`src/rtl/layernorm_stream_if.sv`:
```
// Element-serial stream interface for the layer normalisation engine:
// an input valid/ready channel and an output valid/ready channel with last marker.
interface layernorm_stream_if #(
  parameter int DATA_WIDTH = 8
);
  logic                         in_valid;
  logic                         in_ready;
  logic signed [DATA_WIDTH-1:0] in_data;
  logic                         out_valid;
  logic                         out_ready;
  logic signed [DATA_WIDTH-1:0] out_data;
  logic                         out_last;

  modport slave (
    input  in_valid, in_data, out_ready,
    output in_ready, out_valid, out_data, out_last
  );

  modport master (
    output in_valid, in_data, out_ready,
    input  in_ready, out_valid, out_data, out_last
  );
endinterface

```
`src/rtl/layernorm_stream.sv`:
```
// Element-serial layer normalisation: buffer N elements, derive mean, variance and
// integer std sequentially, then emit each element as (x-mean)/std in signed fixed point.
//
//   state  | meaning
//   LOAD   | accept elements into the buffer, accumulate sum
//   MEAN   | mean = floor(sum / N)
//   VAR    | accumulate squared deviations, one element per cycle
//   SQRT   | bit-pair restoring square root of variance, one root bit per cycle
//   DIV    | restoring division |d|<<FRAC_BITS / std, one quotient bit per cycle
//   OUT    | present normalised element until the consumer takes it
module layernorm_stream #(
  parameter int N          = 4,
  parameter int DATA_WIDTH = 8,
  parameter int FRAC_BITS  = 4,
  parameter int EPS        = 1
) (
  input logic               clk,
  input logic               rst_n,
  layernorm_stream_if.slave s_if
);
  localparam int DW       = DATA_WIDTH;
  localparam int LOG2N    = $clog2(N);
  localparam int SUM_W    = DW + LOG2N;
  localparam int VAR_W    = 2*DW + 2 + LOG2N;
  localparam int SQ_ITERS = (VAR_W + 1) / 2;
  localparam int SQW      = 2*SQ_ITERS;
  localparam int QW       = DW + 1 + FRAC_BITS;
  localparam int CNT_MAX  = (QW > SQ_ITERS) ? QW : SQ_ITERS;
  localparam int CNT_W    = $clog2(CNT_MAX);
  localparam logic [QW-1:0] POS_LIM = QW'((1 << (DW-1)) - 1);
  localparam logic [QW-1:0] NEG_LIM = QW'(1 << (DW-1));

  typedef enum logic [2:0] {S_LOAD, S_MEAN, S_VAR, S_SQRT, S_DIV, S_OUT} state_t;

  state_t                  state_q, state_d;
  logic [LOG2N-1:0]        idx_q, idx_d;
  logic signed [SUM_W-1:0] sum_q, sum_d;
  logic signed [DW-1:0]    mean_q, mean_d;
  logic [VAR_W-1:0]        acc_q, acc_d;
  logic [SQW-1:0]          var_q, var_d;
  logic [SQ_ITERS:0]       sq_rem_q, sq_rem_d;
  logic [SQ_ITERS-1:0]     std_q, std_d;
  logic [SQ_ITERS-1:0]     div_rem_q, div_rem_d;
  logic [QW-2:0]           quo_q, quo_d;
  logic [CNT_W-1:0]        cnt_q, cnt_d;
  logic signed [DW-1:0]    out_data_q, out_data_d;
  logic signed [DW-1:0]    buf_q [N];
  logic                    buf_we;

  logic signed [DW:0]      d;
  logic [DW:0]             d_abs;
  logic [2*DW+1:0]         d_sq;
  logic [VAR_W-1:0]        acc_sum;
  logic [QW-1:0]           dividend;
  logic [SQ_ITERS+2:0]     sq_trial_rem, sq_trial;
  logic                    sq_ge;
  logic                    div_first;
  logic [SQ_ITERS-1:0]     div_rem_in;
  logic [SQ_ITERS:0]       div_shift;
  logic                    div_ge;
  logic [QW-1:0]           quo_next;
  logic [DW-1:0]           quo_mag;
  logic signed [DW-1:0]    sat;

  // Deviation of the addressed element, shared by VAR and DIV.
  always_comb begin
    d        = (DW+1)'(buf_q[idx_q]) - (DW+1)'(mean_q);
    d_abs    = d[DW] ? $unsigned(-d) : $unsigned(d);
    d_sq     = (2*DW+2)'(d_abs) * (2*DW+2)'(d_abs);
    acc_sum  = acc_q + VAR_W'(d_sq);
    dividend = QW'(d_abs) << FRAC_BITS;

    sq_trial_rem = {sq_rem_q, var_q[SQW-1 -: 2]};
    sq_trial     = (SQ_ITERS+3)'({std_q, 2'b01});
    sq_ge        = sq_trial_rem >= sq_trial;

    div_first  = cnt_q == CNT_W'(QW-1);
    div_rem_in = div_first ? '0 : div_rem_q;
    div_shift  = {div_rem_in, dividend[cnt_q]};
    div_ge     = div_shift >= {1'b0, std_q};
    quo_next   = {quo_q, div_ge};
    quo_mag    = quo_next[DW-1:0];

    if (d[DW]) sat = (quo_next > NEG_LIM) ? $signed(NEG_LIM[DW-1:0]) : $signed(-quo_mag);
    else       sat = (quo_next > POS_LIM) ? $signed(POS_LIM[DW-1:0]) : $signed(quo_mag);
  end

  always_comb begin
    state_d    = state_q;
    idx_d      = idx_q;
    sum_d      = sum_q;
    mean_d     = mean_q;
    acc_d      = acc_q;
    var_d      = var_q;
    sq_rem_d   = sq_rem_q;
    std_d      = std_q;
    div_rem_d  = div_rem_q;
    quo_d      = quo_q;
    cnt_d      = cnt_q;
    out_data_d = out_data_q;
    buf_we     = 1'b0;
    case (state_q)
      S_LOAD: if (s_if.in_valid) begin
        buf_we = 1'b1;
        sum_d  = sum_q + SUM_W'(s_if.in_data);
        idx_d  = idx_q + LOG2N'(1);
        if (idx_q == LOG2N'(N-1)) state_d = S_MEAN;
      end
      S_MEAN: begin
        mean_d  = DW'(sum_q >>> LOG2N);
        acc_d   = '0;
        idx_d   = '0;
        state_d = S_VAR;
      end
      S_VAR: begin
        acc_d = acc_sum;
        idx_d = idx_q + LOG2N'(1);
        if (idx_q == LOG2N'(N-1)) begin
          var_d    = SQW'((acc_sum >> LOG2N) + VAR_W'(EPS));
          sq_rem_d = '0;
          std_d    = '0;
          cnt_d    = CNT_W'(SQ_ITERS-1);
          state_d  = S_SQRT;
        end
      end
      S_SQRT: begin
        var_d    = var_q << 2;
        sq_rem_d = (SQ_ITERS+1)'(sq_ge ? sq_trial_rem - sq_trial : sq_trial_rem);
        std_d    = {std_q[SQ_ITERS-2:0], sq_ge};
        cnt_d    = cnt_q - CNT_W'(1);
        if (cnt_q == '0) begin
          cnt_d   = CNT_W'(QW-1);
          state_d = S_DIV;
        end
      end
      S_DIV: begin
        div_rem_d = SQ_ITERS'(div_ge ? div_shift - {1'b0, std_q} : div_shift);
        quo_d     = quo_next[QW-2:0];
        cnt_d     = cnt_q - CNT_W'(1);
        if (cnt_q == '0) begin
          out_data_d = sat;
          state_d    = S_OUT;
        end
      end
      S_OUT: if (s_if.out_ready) begin
        if (idx_q == LOG2N'(N-1)) begin
          idx_d   = '0;
          sum_d   = '0;
          state_d = S_LOAD;
        end else begin
          idx_d   = idx_q + LOG2N'(1);
          cnt_d   = CNT_W'(QW-1);
          state_d = S_DIV;
        end
      end
      default: state_d = S_LOAD;
    endcase
  end

  always_ff @(posedge clk or negedge rst_n) begin
    if (!rst_n) begin
      state_q    <= S_LOAD;
      idx_q      <= '0;
      sum_q      <= '0;
      mean_q     <= '0;
      acc_q      <= '0;
      var_q      <= '0;
      sq_rem_q   <= '0;
      std_q      <= '0;
      div_rem_q  <= '0;
      quo_q      <= '0;
      cnt_q      <= '0;
      out_data_q <= '0;
    end else begin
      state_q    <= state_d;
      idx_q      <= idx_d;
      sum_q      <= sum_d;
      mean_q     <= mean_d;
      acc_q      <= acc_d;
      var_q      <= var_d;
      sq_rem_q   <= sq_rem_d;
      std_q      <= std_d;
      div_rem_q  <= div_rem_d;
      quo_q      <= quo_d;
      cnt_q      <= cnt_d;
      out_data_q <= out_data_d;
    end
  end

  // Element storage needs no reset: it is always rewritten before being read.
  always_ff @(posedge clk) begin
    if (buf_we) buf_q[idx_q] <= s_if.in_data;
  end

  assign s_if.in_ready  = (state_q == S_LOAD);
  assign s_if.out_valid = (state_q == S_OUT);
  assign s_if.out_last  = (state_q == S_OUT) && (idx_q == LOG2N'(N-1));
  assign s_if.out_data  = out_data_q;
endmodule
```
`src/flat_wrapper.sv`:
```
// flat-port wrapper written by rule: the top's interface ports become plain ports
module layernorm_stream_flat 
#(
  parameter int N          = 4,
  parameter int DATA_WIDTH = 8,
  parameter int FRAC_BITS  = 4,
  parameter int EPS        = 1
)
  (clk, rst_n, s_if_in_valid, s_if_in_data, s_if_out_ready, s_if_in_ready, s_if_out_valid, s_if_out_data, s_if_out_last);
  layernorm_stream_if #(.DATA_WIDTH(DATA_WIDTH)) s_if_i ();
  input logic clk;
  input logic rst_n;
  input wire logic [$bits(s_if_i.in_valid)-1:0] s_if_in_valid;
  input wire logic [$bits(s_if_i.in_data)-1:0] s_if_in_data;
  input wire logic [$bits(s_if_i.out_ready)-1:0] s_if_out_ready;
  output wire logic [$bits(s_if_i.in_ready)-1:0] s_if_in_ready;
  output wire logic [$bits(s_if_i.out_valid)-1:0] s_if_out_valid;
  output wire logic [$bits(s_if_i.out_data)-1:0] s_if_out_data;
  output wire logic [$bits(s_if_i.out_last)-1:0] s_if_out_last;
  assign s_if_i.in_valid = s_if_in_valid;
  assign s_if_i.in_data = s_if_in_data;
  assign s_if_i.out_ready = s_if_out_ready;
  assign s_if_in_ready = s_if_i.in_ready;
  assign s_if_out_valid = s_if_i.out_valid;
  assign s_if_out_data = s_if_i.out_data;
  assign s_if_out_last = s_if_i.out_last;
  layernorm_stream #(.N(N), .DATA_WIDTH(DATA_WIDTH), .FRAC_BITS(FRAC_BITS), .EPS(EPS)) u_core (.clk(clk), .rst_n(rst_n), .s_if(s_if_i));
endmodule
```
`config.mk`:
```
export PLATFORM = sky130hd
export DESIGN_NAME = layernorm_stream_flat
export DESIGN_NICKNAME = d
export VERILOG_FILES = /design/src/rtl/layernorm_stream_if.sv /design/src/rtl/layernorm_stream.sv /design/src/flat_wrapper.sv
export SDC_FILE = /design/constraint.sdc
export NUM_CORES = 1
export LEC_CHECK = 0
export BUFFER_PORTS_ARGS = -buffer_cell sky130_fd_sc_hd__buf_2
export CAP_MARGIN = 10
export CORE_ASPECT_RATIO = 1.1
export CORE_MARGIN = 2
export CORE_UTILIZATION = 40
export CTS_BUF_LIST = sky130_fd_sc_hd__clkbuf_2
export CTS_CLUSTER_DIAMETER = 30
export DETAILED_ROUTE_END_ITERATION = 8
export PLACE_DENSITY = 0.62
export SLEW_MARGIN = 10
export SYNTH_ARGS = -nofsm -noshare
export SYNTH_HDL_FRONTEND = slang
export SYNTH_SLANG_ARGS = --single-unit
export TNS_END_PERCENT = 20
```
`constraint.sdc`:
```
create_clock -name clk -period 25.7 [get_ports clk]
set_input_delay 2.57 -clock clk [delete_from_list [all_inputs] [get_ports clk]]
set_output_delay 2.57 -clock clk [all_outputs]
set_load 0.005 [all_outputs]
```
======== Word-level counts from Yosys, hierarchy flattened ========
Memories as Yosys holds them, arrays and structs flattened.
Index checks and enable logic that the tools add are counted.
storage, ports and cells
  bits in read-only memories .............. 0
  memories kept ........................... 1
  RAM bits ................................ 32
  bits in latches ......................... 0
  bits in registers ....................... 118
  input port bits ......................... 12
  output and inout bits ................... 11
operators by class
  $lt $le $gt $ge ......................... 5
  shifts and indexed selects .............. 0
  equality and inequality tests ........... 15
  muxes and demuxes ....................... 40
  div/mod/pow operators ................... 0
  reductions and logical operators ........ 14
  add/subtract/negate cells ............... 10
  bitwise gates (word level) .............. 0
  multiply operators ...................... 1
memories
  memory        words  width  read ports  clocked after memory_dff  wr ports  line                    text
  u_core.buf_q  4      8      1           0                         1         layernorm_stream.sv:47  logic signed [DW-1:0] buf_q [N];
operators by type and width
  kind                                                   count
  case mux 20 bit (2 select lines)                       2
  two-way mux 10 bit                                     5
  case mux 10 bit (2 select lines)                       2
  two-way mux 8 bit                                      3
  two-way mux 11 bit                                     2
  case mux 11 bit (2 select lines)                       1
  two-way mux 3 bit                                      7
  adder 20 x 18 -> 20 bit                                1
  two-way mux 20 bit                                     1
  adder 18 x 1 -> 19 bit, second input constant          1
  multiplier 9 x 9 -> 18 bit                             1
  case mux 3 bit (6 select lines)                        1
  two-way mux 4 bit                                      4
  case mux 4 bit (4 select lines)                        1
  greater-or-equal comparator 13 x 12 -> 1 bit           1
  > comparator 13 x 7 -> 1 bit, second input constant    1
  > comparator 13 x 8 -> 1 bit, second input constant    1
  greater-or-equal comparator 11 x 10 -> 1 bit           1
  subtractor 11 bit                                      1
  adder 10 x 8 -> 10 bit                                 1
  inequality test 2 x 1 -> 1 bit, second input constant  5
  subtractor 10 bit                                      1
  two-way mux 9 bit                                      1
  negator 9 bit                                          1
  24 further kinds                                       39

======== Longest topological paths before layout ========
An unclocked memory read counts as a cell.
  depth in word-level cells ............... 10
  gate-level depth with buffers ........... 36
  mapped depth without buffers ............ 33

======== Least setup slack after synthesis ========
No wires, ideal clock.
  path type ............................... register to register
  from .................................... reg u_core.idx_q[0]
  to ...................................... reg u_core.var_q[16]
  setup time .............................. 128 ps
  data arrival time ....................... 8536 ps
  path slack .............................. 17036 ps
  stages on the path, launching flop included .. 33
  data required time ...................... 25572 ps
  path buffers ............................ 3
  clock period less this slack ............ 8664 ps
  cell sequence ........................... dfrtp_1 buf_1 mux4_2 ha_1 nor2b_1 o31a_1 o31a_1 a21oi_1 o21ai_1 xor2_1 clkbuf_1 nor2_1 inv_1 fa_1 inv_1 fa_1 inv_1 fa_1 inv_1 fa_1 inv_1 fa_1 inv_1 ha_1 buf_6 a21o_1 a31oi_4 a21oi_4 o41ai_4 mux2_2 or2_2 nor4_1 nor3_1
between the ends
  longest elaborated chain between the ends .. 9
ends and longest elaborated chain
  item                              line                     text
  from (decl)                       layernorm_stream.sv:36   logic [LOG2N-1:0] idx_q, idx_d;
  from (signal assigned)            layernorm_stream.sv:176  idx_q <= idx_d;
  memory read (4 x 8 bit)           -
  subtractor 8 x 8 -> 9 bit         layernorm_stream.sv:67   d = (DW+1)'(buf_q[idx_q]) - (DW+1)'(mean_q);
  negator 9 bit                     layernorm_stream.sv:68   d_abs = d[DW] ? $unsigned(-d) : $unsigned(d);
  two-way mux 9 bit                 layernorm_stream.sv:68
  multiplier 9 x 9 -> 18 bit        layernorm_stream.sv:69   d_sq = (2*DW+2)'(d_abs) * (2*DW+2)'(d_abs);
  adder 20 x 18 -> 20 bit           layernorm_stream.sv:70   acc_sum = acc_q + VAR_W'(d_sq);
  adder 18 x 1 -> 19 bit            layernorm_stream.sv:119  var_d = SQW'((acc_sum >> LOG2N) + VAR_W'(EPS));
  two-way mux 20 bit                layernorm_stream.sv:118  if (idx_q == LOG2N'(N-1)) begin
  case mux 20 bit (2 select lines)  layernorm_stream.sv:102  case (state_q)
  to (signal assigned)              layernorm_stream.sv:180  var_q <= var_d;
  to (decl)                         layernorm_stream.sv:40   logic [SQW-1:0] var_q, var_d;
Several ways; a longest one is shown, not always the timed one. The select of a mux whose other input is x is not followed.
A chain may end at the register's enable or synchronous reset.

======== Worst setup path in the final report ========
  from .................................... reg u_core.idx_q[0]
  to ...................................... reg u_core.var_q[17]
The elaborated chain is that of the path after synthesis.

==> results_tabular.tex <==
\begin{tabular}{lr}
\hline
Metric & Value \\
\hline
\multicolumn{2}{l}{\textbf{CTS}} \\
\quad Quantity of gates resized following cts & 0 \\
\quad Root buffer cell & sky130\_fd\_sc\_hd\_\_clkbuf\_2 \\
\quad Clock tree from TritonCTS & built \\
\quad Number of buffers added by the clock tree synthesis step & 17 \\
\quad Maximum root-to-sink buffer count & 2 \\
\quad Hold buffer count at CTS & 0 \\
\quad Post-CTS setup buffers & 0 \\
\quad Clock-pin slew on the worst setup and hold paths & 0.25 ns \\
\quad Worst-Skew Late Latency & 0.79 ns \\
\quad Number of clock sinks seen by CTS & 150 \\
\quad CTS H-tree depth & 4 \\
\multicolumn{2}{l}{\textbf{Synth}} \\
\quad Area of the mapped netlist & 11400 sq um \\
\quad Portion of synthesized cell area occupied by the leading cell type & 25.9\% \\
\quad Flip-flop and latch count after synthesis & 150 \\
\quad Post-Synthesis Mean Instance Area & 9.48 sq um \\
\quad Async set-reset flop share out of synthesis & 78.7\% \\
\quad Count of flip-flops with a built-in enable after synthesis & 32 \\
\quad Post-synth top flop & sky130\_fd\_sc\_hd\_\_dfrtp\_1 \\
\quad Unique cell type count in the Yosys netlist & 87 \\
\quad Warnings from Yosys & 0 \\
\quad Instance count of the mapped netlist & 1204 \\
\quad Proportion of synthesized chip area in sequential cells & 34.3\% \\
\quad Main area contributors after synthesis & sky130\_fd\_sc\_hd\_\_dfrtp\_1 (26\%), sky130\_fd\_sc\_hd\_\_ha\_1 (10\%), sky130\_fd\_sc\_hd\_\_fa\_1 (8.4\%), sky130\_fd\_sc\_hd\_\_edfxtp\_1 (8.4\%), sky130\_fd\_sc\_hd\_\_inv\_1 (5.1\%) \\
\quad Library cell occupying the most area in the post-synthesis netlist & sky130\_fd\_sc\_hd\_\_dfrtp\_1 \\
\multicolumn{2}{l}{\textbf{Floorplanning}} \\
\quad Standard-cell row count & 64 \\
\quad Vertical die dimension & 181 um \\
\quad Initial core utilization & 40.8\% \\
\quad Die Width & 165 um \\
\quad Floorplan core area & 27900 sq um \\
\quad Io pins & 23 \\
\quad Total Die Area & 29900 sq um \\
\multicolumn{2}{l}{\textbf{Timing}} \\
\quad Unrepaired setup endpoints after global routing & no \\
\quad Maximum frequency from static timing analysis & 104 MHz \\
\quad Crit path time final & 9.65 ns \\
\quad Final-report hold violation count & 0 \\
\quad Number of pins exceeding their max-slew limit in the final report & 0 \\
\quad Relative slew slack & 21.5\% \\
\quad Setup total negative slack & 0 ns \\
\quad Transition at the pin with the smallest max-transition slack & 1.17 ns \\
\quad Final critical-path share of the clock period & 37.5\% \\
\quad Final setup vio count & 0 \\
\quad Worst clock skew on the final layout & 0.0654 ns \\
\multicolumn{2}{l}{\textbf{Routing}} \\
\quad Vias after detailed routing & 8448 \\
\quad Number of violations reported at the end of detailed-routing iteration 0 & 526 \\
\quad Detailed-routing iteration count for the pre-antenna-repair pass & 5 \\
\quad Via/cell ratio & 5.30 \\
\quad Post-route DRC & 0 \\
\quad Remaining antenna violation count after routing & 0 \\
\quad Routed wire length per instance & 15.6 um \\
\quad Total wirelength of the detailed-routed design & 24900 um \\
\multicolumn{2}{l}{\textbf{Status}} \\
\quad Run status & completed \\
\multicolumn{2}{l}{\textbf{Min path}} \\
\quad Class of the tightest hold or removal check & reg -> reg \\
\quad Number of cells on the worst hold path & 2 \\
\quad Start point of the worst min-delay path & u\_core.var\_q[14] \\
\quad Worst Hold Endpoint & u\_core.var\_q[14] \\
\multicolumn{2}{l}{\textbf{Critical path}} \\
\quad Critical Setup Path Class & reg -> reg \\
\quad Worst EP required & 26.35 ns \\
\quad Count of cells along the worst register-to-register path & 28 \\
\quad Register-to-register setup slack & 16.05 ns \\
\quad Endpoint of the worst-slack reg-to-reg timing path & u\_core.var\_q[17] \\
\quad CP max stage cell & sky130\_fd\_sc\_hd\_\_o211ai\_1 \\
\quad Signal arrival time at the worst endpoint & 10.30 ns \\
\quad Critical path startpoint & u\_core.idx\_q[0] \\
\quad Stage delay of the slowest cell on the critical path & 0.94 ns \\
\quad Critical-path maximum fanout & 14 \\
\quad Source of the worst register-to-register timing path & u\_core.idx\_q[0] \\
\quad Critical path's most frequent cell & sky130\_fd\_sc\_hd\_\_inv\_1 \\
\quad Endpoint type of the worst setup path & flip-flop \\
\quad Startpoint Class & flip-flop \\
\multicolumn{2}{l}{\textbf{Global routing}} \\
\quad Via count of the first global-routing pass & 8665 \\
\quad Largest net degree at the start of global routing & 45 \\
\quad GRT overflow & 0 \\
\quad Global-route wire length before repair & 42900 um \\
\quad Total global-route track usage & 17.7\% \\
\quad Number of antenna violations at the first check in global routing & 1 \\
\multicolumn{2}{l}{\textbf{Cells and area}} \\
\quad Area overhead of the layout relative to synthesis & 6.89\% \\
\quad Fin nets & 1369 \\
\quad Commonest cells after routing, fill and taps aside & sky130\_fd\_sc\_hd\_\_inv\_1 (156), sky130\_fd\_sc\_hd\_\_dfrtp\_1 (118), sky130\_fd\_sc\_hd\_\_ha\_1 (91), sky130\_fd\_sc\_hd\_\_nand2\_1 (90), sky130\_fd\_sc\_hd\_\_nor2\_1 (89) \\
\quad Share of layout cells above drive strength 1 & 10.3\% \\
\quad Most common library cell in the layout ignoring fill and taps & sky130\_fd\_sc\_hd\_\_inv\_1 \\
\quad Count of placed standard cells in the final layout, fillers left out & 1595 \\
\multicolumn{2}{l}{\textbf{Place}} \\
\quad Final RePlAce weighted congestion & 0.878 \\
\quad Placed wire-length estimate & 18800 um \\
\quad Post-Place Cells & 1562 \\
\quad Buffers added on ports & 22 \\
\multicolumn{2}{l}{\textbf{Flow run}} \\
\quad Max Cap Violations & 0 \\
\hline
\end{tabular}
Yosys cell counts, types with 3 or more instances:
cell and number:
sky130_fd_sc_hd__fa_1 48, sky130_fd_sc_hd__nand2_1 90, sky130_fd_sc_hd__o31ai_1 8, sky130_fd_sc_hd__and2_1 13
sky130_fd_sc_hd__nand3_1 9, sky130_fd_sc_hd__xnor2_1 33, sky130_fd_sc_hd__or2_2 12, sky130_fd_sc_hd__a21o_1 21
sky130_fd_sc_hd__nand2b_1 13, sky130_fd_sc_hd__mux2_2 14, sky130_fd_sc_hd__ha_1 91, sky130_fd_sc_hd__o21ai_0 84
sky130_fd_sc_hd__a211oi_1 6, sky130_fd_sc_hd__a21oi_1 57, sky130_fd_sc_hd__o21ai_1 7, sky130_fd_sc_hd__edfxtp_1 32
sky130_fd_sc_hd__nor2b_1 9, sky130_fd_sc_hd__or3_1 10, sky130_fd_sc_hd__o22ai_1 24, sky130_fd_sc_hd__nand4b_1 3
sky130_fd_sc_hd__a211o_1 3, sky130_fd_sc_hd__a31oi_1 9, sky130_fd_sc_hd__mux4_2 9, sky130_fd_sc_hd__mux2i_1 18
sky130_fd_sc_hd__buf_2 8, sky130_fd_sc_hd__o21bai_1 3, sky130_fd_sc_hd__xor2_1 32, sky130_fd_sc_hd__nand4_1 8
sky130_fd_sc_hd__o21a_1 10, sky130_fd_sc_hd__nor4_1 3, sky130_fd_sc_hd__o31a_1 3, sky130_fd_sc_hd__inv_1 156
sky130_fd_sc_hd__dfrtp_1 118, sky130_fd_sc_hd__a221oi_1 3, sky130_fd_sc_hd__a22oi_1 3, sky130_fd_sc_hd__a22o_1 15
sky130_fd_sc_hd__and3_1 9, sky130_fd_sc_hd__nor2_1 90, sky130_fd_sc_hd__nor3_1 21, sky130_fd_sc_hd__clkbuf_1 28
sky130_fd_sc_hd__buf_1 3, sky130_fd_sc_hd__o211ai_1 9, sky130_fd_sc_hd__nor3b_1 3
worst max path at each step:
| stage | endpoint | slack, ns | cells past startpoint |
|---|---|---|---|
| finish | u_core.var_q[17] | 16.05 | 28 |
| CTS | u_core.var_q[17] | 16.04 | 28 |
| floorplan | u_core.var_q[16] | 17.04 | 32 |
| global route | u_core.var_q[17] | 15.15 | 31 |
| detailed placement | u_core.var_q[17] | 16.08 | 28 |
| global placement | u_core.var_q[17] | 16.25 | 28 |
sequential cells by signal, indices dropped and copies added (netlist names):
register              cells
u_core.var_q             20
u_core.sq_rem_q          11
u_core.quo_q             12
u_core.state_q            3
u_core.div_rem_q         10
u_core.s_if.out_data      8
u_core.sum_q             10
u_core.std_q             10
u_core.mean_q             8
u_core.buf_q             32
u_core.idx_q              2
u_core.acc_q             20
u_core.cnt_q              4
worst max-delay path, delay by kind of cell (launching register included):
kind | cells | cell delay, ns
buffers and inverters | 7 | 0.43
DFF | 1 | 0.81
adders and majority gates | 7 | 3.33
AOI/OAI and AO/OA | 9 | 3.20
muxes | 1 | 0.58
and+or+nand+nor | 4 | 1.18
through the flow:
step	setup WS (ns)	utilization [%]	hold WS, ns	instance area (sq um)
6_report	16.05	43.6	0.508	12200
2_1_floorplan	17.04	-	0.444	11400
3_3_place_gp	16.25	42.6	0.458	11900
4_1_cts	16.04	43.6	0.516	12200
5_1_grt	15.15	43.6	0.535	12200
3_5_place_dp	16.08	42.6	0.468	11900
cell families (layout without fill, tap and decap cells):
kind of cell | count (synthesis) | in the layout | share of synthesized area (%)
buffers and inverters | 199 | 222 | 6.73
adders and majority gates | 139 | 139 | 18.4
and+or+nand+nor | 311 | 311 | 13.5
xor gates and xnor gates | 67 | 67 | 5.27
other | 1 | 6 | 0.0329
muxes | 41 | 41 | 4.74
AOI/OAI and AO/OA | 296 | 296 | 17.0
DFF | 150 | 150 | 34.3
metal layers:
| metal | vias up | wire [um] | part of all wire, % | track usage [%] |
|---|---|---|---|---|
| met1 | 4099 | 11800 | 48 | 23.7 |
| met5 | - | 0 | 0 | 0 |
| met3 | 36 | 661 | 2.7 | 2.55 |
| met4 | 0 | 516 | 2.1 | 5.32 |
| li1 | 4198 | - | - | - |
| met2 | 115 | 11900 | 48 | 29.5 |
cell type report:
| class | instances | area [sq um] |
|---|---|---|
| diodes | 1 | 2.50 |
| well taps | 363 | 454 |
| clock inverters | 15 | 200 |
| multi-input cells | 859 | 6760 |
| repair buffers | 32 | 188 |
| clock buffers | 17 | 85.1 |
| fillers | 2690 | 15800 |
| inverters | 158 | 593 |
| flip-flops and latches | 150 | 3910 |
Power is left out: the tool's default activity adds up to more than one toggle a clock period on the data nets, which glitch-free logic cannot reach.
